$ cat src/rtl/apb_pkg.sv
// Shared APB widths, completer FSM states and the setup-phase request latch.
package apb_pkg;

    localparam int unsigned APB_ADDR_W = 32;
    localparam int unsigned APB_DATA_W = 32;

    typedef enum logic [1:0] {
        IDLE,
        ACCESS,
        DONE
    } apb_slv_state_e;

    typedef struct packed {
        logic [APB_ADDR_W-1:0] addr;
        logic                  write;
        logic [APB_DATA_W-1:0] wdata;
        logic                  err;
    } apb_req_t;

endpackage

$ cat src/rtl/apb_regfile_mem.sv
// DEPTH x 32 register array: one synchronous write port, one combinational read port.
module apb_regfile_mem
    import apb_pkg::*;
#(
    parameter int unsigned          DEPTH     = 16,
    parameter logic [APB_DATA_W-1:0] RESET_VAL = '0,
    localparam int unsigned         IDX_W     = $clog2(DEPTH)
) (
    input  logic                  clk,
    input  logic                  reset,
    input  logic                  we,
    input  logic [IDX_W-1:0]      widx,
    input  logic [APB_DATA_W-1:0] wdata,
    input  logic [IDX_W-1:0]      ridx,
    output logic [APB_DATA_W-1:0] rdata
);

    logic [APB_DATA_W-1:0] mem [DEPTH];

    always_ff @(posedge clk) begin
        if (reset) begin
            for (int unsigned i = 0; i < DEPTH; i++) begin
                mem[i] <= RESET_VAL;
            end
        end else if (we) begin
            mem[widx] <= wdata;
        end
    end

    assign rdata = mem[ridx];

endmodule

$ cat src/rtl/apb_slave_regfile.sv
// APB3 completer in front of a small register file with a fixed number of wait states.
module apb_slave_regfile
    import apb_pkg::*;
#(
    parameter int unsigned           DEPTH       = 16,
    parameter logic [APB_ADDR_W-1:0] BASE_ADDR   = 32'h0000_0000,
    parameter int unsigned           WAIT_STATES = 2,
    parameter logic [APB_DATA_W-1:0] RESET_VAL   = 32'h0
) (
    input  logic                  clk,
    input  logic                  reset,
    input  logic                  psel_i,
    input  logic                  penable_i,
    input  logic [APB_ADDR_W-1:0] paddr_i,
    input  logic                  pwrite_i,
    input  logic [APB_DATA_W-1:0] pwdata_i,
    output logic                  pready_o,
    output logic [APB_DATA_W-1:0] prdata_o,
    output logic                  pslverr_o
);

    localparam int unsigned IDX_W = $clog2(DEPTH);
    localparam int unsigned CNT_W = 4;

    apb_slv_state_e        state, state_d;
    logic [CNT_W-1:0]      cnt, cnt_d;
    apb_req_t              req, req_d;
    logic                  pready_d, pslverr_d;
    logic [APB_DATA_W-1:0] prdata_d;
    logic                  we;
    logic                  setup_err;
    logic [IDX_W-1:0]      ridx;
    logic [APB_DATA_W-1:0] rdata;

    // 33-bit compare so a window ending at the top of the address space cannot wrap
    function automatic logic addr_err(input logic [APB_ADDR_W-1:0] a);
        logic [APB_ADDR_W:0] lo;
        logic [APB_ADDR_W:0] hi;
        lo = {1'b0, BASE_ADDR};
        hi = lo + (APB_ADDR_W+1)'(DEPTH * 4);
        return (a[1:0] != 2'b00) || ({1'b0, a} < lo) || ({1'b0, a} >= hi);
    endfunction

    function automatic logic [IDX_W-1:0] idx_of(input logic [APB_ADDR_W-1:0] a);
        return IDX_W'((a - BASE_ADDR) >> 2);
    endfunction

    assign setup_err = addr_err(paddr_i);
    // Zero-wait reads sample the array at the setup edge, before the latch holds the address
    assign ridx = (state == IDLE) ? idx_of(paddr_i) : idx_of(req.addr);

    always_ff @(posedge clk) begin
        if (reset) begin
            state     <= IDLE;
            cnt       <= '0;
            req       <= '0;
            pready_o  <= 1'b0;
            prdata_o  <= '0;
            pslverr_o <= 1'b0;
        end else begin
            state     <= state_d;
            cnt       <= cnt_d;
            req       <= req_d;
            pready_o  <= pready_d;
            prdata_o  <= prdata_d;
            pslverr_o <= pslverr_d;
        end
    end

    always_comb begin
        state_d   = state;
        cnt_d     = cnt;
        req_d     = req;
        pready_d  = pready_o;
        prdata_d  = prdata_o;
        pslverr_d = pslverr_o;
        we        = 1'b0;
        case (state)
            IDLE: begin
                if (psel_i && !penable_i) begin
                    req_d.addr  = paddr_i;
                    req_d.write = pwrite_i;
                    req_d.wdata = pwdata_i;
                    req_d.err   = setup_err;
                    cnt_d       = CNT_W'(WAIT_STATES);
                    if (WAIT_STATES == 0) begin
                        state_d   = DONE;
                        pready_d  = 1'b1;
                        pslverr_d = setup_err;
                        prdata_d  = (setup_err || pwrite_i) ? '0 : rdata;
                    end else begin
                        state_d = ACCESS;
                    end
                end
            end
            ACCESS: begin
                if (!psel_i) begin
                    state_d   = IDLE;
                    pready_d  = 1'b0;
                    pslverr_d = 1'b0;
                    prdata_d  = '0;
                end else if (penable_i) begin
                    cnt_d = cnt - CNT_W'(1);
                    if (cnt == CNT_W'(1)) begin
                        state_d   = DONE;
                        pready_d  = 1'b1;
                        pslverr_d = req.err;
                        prdata_d  = (req.err || req.write) ? '0 : rdata;
                    end
                end
            end
            DONE: begin
                if (!psel_i || (penable_i && pready_o)) begin
                    we        = psel_i && req.write && !req.err;
                    state_d   = IDLE;
                    pready_d  = 1'b0;
                    pslverr_d = 1'b0;
                    prdata_d  = '0;
                end
            end
            default: state_d = IDLE;
        endcase
    end

    apb_regfile_mem #(
        .DEPTH     (DEPTH),
        .RESET_VAL (RESET_VAL)
    ) u_mem (
        .clk   (clk),
        .reset (reset),
        .we    (we),
        .widx  (idx_of(req.addr)),
        .wdata (req.wdata),
        .ridx  (ridx),
        .rdata (rdata)
    );

endmodule

$ cat config.mk
export PLATFORM = sky130hd
export DESIGN_NAME = apb_slave_regfile
export DESIGN_NICKNAME = d
export VERILOG_FILES = /design/src/rtl/apb_pkg.sv /design/src/rtl/apb_regfile_mem.sv /design/src/rtl/apb_slave_regfile.sv
export SDC_FILE = /design/constraint.sdc
export NUM_CORES = 1
export LEC_CHECK = 0
export BUFFER_PORTS_ARGS = -buffer_cell sky130_fd_sc_hd__buf_2
export CORE_MARGIN = 8
export CORE_UTILIZATION = 35
export CTS_CLUSTER_DIAMETER = 30
export DETAILED_ROUTE_END_ITERATION = 10
export GPL_ROUTABILITY_DRIVEN = 0
export PLACE_DENSITY = 0.58
export SYNTH_ARGS = -nofsm -noshare
export SYNTH_HDL_FRONTEND = slang
export SYNTH_SLANG_ARGS = --single-unit
$ cat constraint.sdc
create_clock -name clk -period 3 [get_ports clk]
set_input_delay 0.15 -clock clk [delete_from_list [all_inputs] [get_ports clk]]
set_output_delay 0.15 -clock clk [all_outputs]
set_load 0.02 [all_outputs]
==> run summary <==
Result of the run: finished clean
Worst supply voltage drop on vdd: 414 µV
Area Overhead vs Synth: 23.8%
Synth async-reset ratio: 0
Routed met3 length: 5430 µm
DRC violation count after routing: 0
Core Box Area: 80200 µm²
Number of I/O port buffers: 102
Wl on met1: 35800 µm
Height of the chip: 300 µm
CP arrival: 3.43 ns
Clock tree from TritonCTS: built
Min cycle time layout: 2.84 ns
Accumulated negative setup slack: 0 ns
Worst min-delay path startpoint: paddr_i[2]
Post-CTS clock slew at the launch and capture registers of the worst setup and hold paths: 0.05 ns
Sequential cell area fraction in the yosys report: 0.600
Synthesized Nets: 2362
Highest metal layer with signal wires: met4
Crit start category: flip-flop
Number of iterations in the first detailed-routing pass: 5
Routed Wire Length: 82700 µm
Most instantiated flip-flop cell in the synthesis netlist: edfxtp_1
Setup Crit Path Kind: reg2reg
Area contributors post-synth: edfxtp_1 (54%), and2_1 (11%), mux2i_1 (6.8%), dfxtp_1 (5.5%), a211oi_1 (2.8%)
Number of cell instances on the worst register-to-register path: 7
H-tree levels: 3
Number of max-capacitance violations reported: 0
Measured slew at the worst slew-check pin: 0.840 ns
Share of the synthesized area in the top cell type: 0.545
Wire length of the first global-routing pass: 125000 µm
Mean area per synthesized cell: 12.3 µm²
Setup bufs post-CTS: 0
Number of antenna-violating nets in the routed design: 0
Clock insertion delay at the later pin of the skew report: 0.65 ns
Gate Count Post-Synth: 2291
CP Cell Sequence: or3b_4 > nand2_8 > buf_12 > buf_12 > a211oi_1 > nor4_2 > a211o_1
Via count: 19500
Endpoints failing setup: 0
Stages on the worst setup path: 7
Die Area: 90000 µm²
Total grt overflow: 0
Final clock skew: 0.0201 ns
Proportion of layout cells with a drive suffix above 1: 0.196
Routed wire length on met2: 39100 µm
Buffers and inverters on the worst path: 2
Final hold vios: 0
Worst-path fanout max: 31
Synthesis-stage register bit count: 590
# IOs: 103
Synth area leader: edfxtp_1
Final Power: 23.7 mW
Yosys cell types: 64
Filler instances: 7390
Ys Warns: 0
Initial antenna violation count: 3
Worst R2R Start: state[1]
Final design instance area without fill: 34900 µm²
Post-route fraction of the period consumed by the critical path: 0.946
EDFF count, synth: 512
Upper clock frequency limit: 352 MHz
Placement-stage cell area: 30500 µm²
Setup repair after global routing missed its margin: no
Synthesized area: 28200 µm²
Detailed Route Iter0 Violations: 1669
Layout net count: 2515
Effective utilization at floorplan: 0.352
Worst rel slew slack: 0.439
Highest-delay cell along the critical path: nor4_2
Worst endpoint required time: 3.59 ns
Vias in the first global route: 20400
Largest net degree at the start of global routing: 101
Leak pwr: 13.6 nW
Critical path's largest stage delay: 0.64 ns
Cell count of the worst hold path: 4
TritonCTS Sinks: 590
Total routing resource utilization after global routing: 0.180
Detailed-route wire length per cell: 22.9 µm
Crit-path leading delay family: simple AND/OR/NAND/NOR gates
Timing startpoint of the critical path: state[1]
HPWL after detailed placement: 48800 µm
Critical Path Sink Type: flip-flop
Mean number of vias per cell: 5.40
Hold crit path type: in2reg
Most used cells in the layout excluding fill and tap cells: and2_1 (512), edfxtp_1 (512), mux2i_1 (192)
TritonCTS buffer count: 114
Clock tree root driver cell: clkbuf_16
Horiz. Die Dim: 300 µm
Most common cell on crit path: buf_12
Total power divided by cell area: 679 nW/µm²
Slew Viols, Final: 0
Longest Clk Path Bufs: 3
Placement row count: 104
[cell families after synthesis]
family,count (synthesis),share of synthesized area
AOI/OAI and AO/OA,343,0.0967
xor gates and xnor gates,3,0.000931
adders and majority gates,2,0.000886
buffers and inverters,226,0.0366
DFF,590,0.600
muxes,197,0.0700
and+or+nand+nor,930,0.195
[worst reg2reg max path: stages (launching register included)]
cell      delay [ns]
dfxtp_1         0.49
or3b_4          0.58
nand2_8         0.31
buf_12          0.25
buf_12          0.23
a211oi_1        0.13
nor4_2          0.64
a211o_1         0.17
[Yosys cell counts (3+ instances only)]
cell type,number
nor3_1,5
a211oi_2,18
o21ai_0,35
nand3_1,37
buf_2,52
nor3_2,10
mux2_2,4
nand2b_1,9
buf_1,4
a21oi_1,41
and3_1,126
nor4_1,39
a2111oi_0,27
a311o_1,31
nand2_1,83
nor2b_1,3
inv_1,4
a2111oi_2,3
nor4_2,5
and2_1,512
buf_6,10
clkbuf_2,12
buf_4,7
clkbuf_1,136
edfxtp_1,512
o32ai_1,31
mux2i_1,193
or2_2,18
a211oi_1,107
dfxtp_1,78
a211o_1,32
nor2_1,69
[metrics by stage]
step | setup WS (ns) | hold slack, ns | cells | utilization
3_5_place_dp | -0.0114 | 0.398 | 3345 | 0.380
4_1_cts | 0.101 | 0.0456 | 3606 | 0.436
5_1_grt | 0.0406 | 0.0813 | 3606 | 0.436
2_1_floorplan | 0.636 | 0.286 | 2291 | -
3_3_place_gp | 0.0294 | 0.391 | 3345 | 0.380
6_report | 0.161 | 0.0816 | 3609 | 0.436
[per-layer routing]
metal,track usage,vias up
li1,-,8836
met1,0.241,9781
met2,0.292,712
met3,0.0300,145
met4,0.0647,0
met5,0,-
[final cells by class]
type	count	area, µm²	share of cell area
clock inverters	77	895	0.0256
well taps	1060	1330	0.0380
multi-input cells	1475	10400	0.299
clock buffers	141	3140	0.0898
repair buffers	259	2170	0.0622
flip-flops and latches	590	16900	0.485
diodes	3	7.51	0.000215
inverters	4	15.0	0.000430
[path summary, 6_finish.rpt]
check | slack, ns | endpoint
setup / recovery | 0.16 | prdata_o[14]
hold / removal | 0.08 | req[36]
setup reg to reg | 0.16 | prdata_o[14]
hold reg to reg | 0.46 | prdata_o[7]
[repair_timing]
action | CTS | global route
setup endpoints to repair | 2 | 4
resized for setup | 2 | 1
hold buffers | 43 | 0
gates cloned | 0 | 0
endpoints found under the hold margin | 40 | 0
[registers in the layout, indices dropped and copies added (netlist names)]
signal     count
cnt            4
prdata_o      32
u_mem.mem    512
pslverr_o      1
req           38
state          2
pready_o       1
[power by group]
part / switching [mW] / internal (mW)
combinational: 0.843 / 0.483
sequential: 0.208 / 9.17
clock: 4.30 / 8.72
Note: power is estimated with default switching activity, not from simulation.
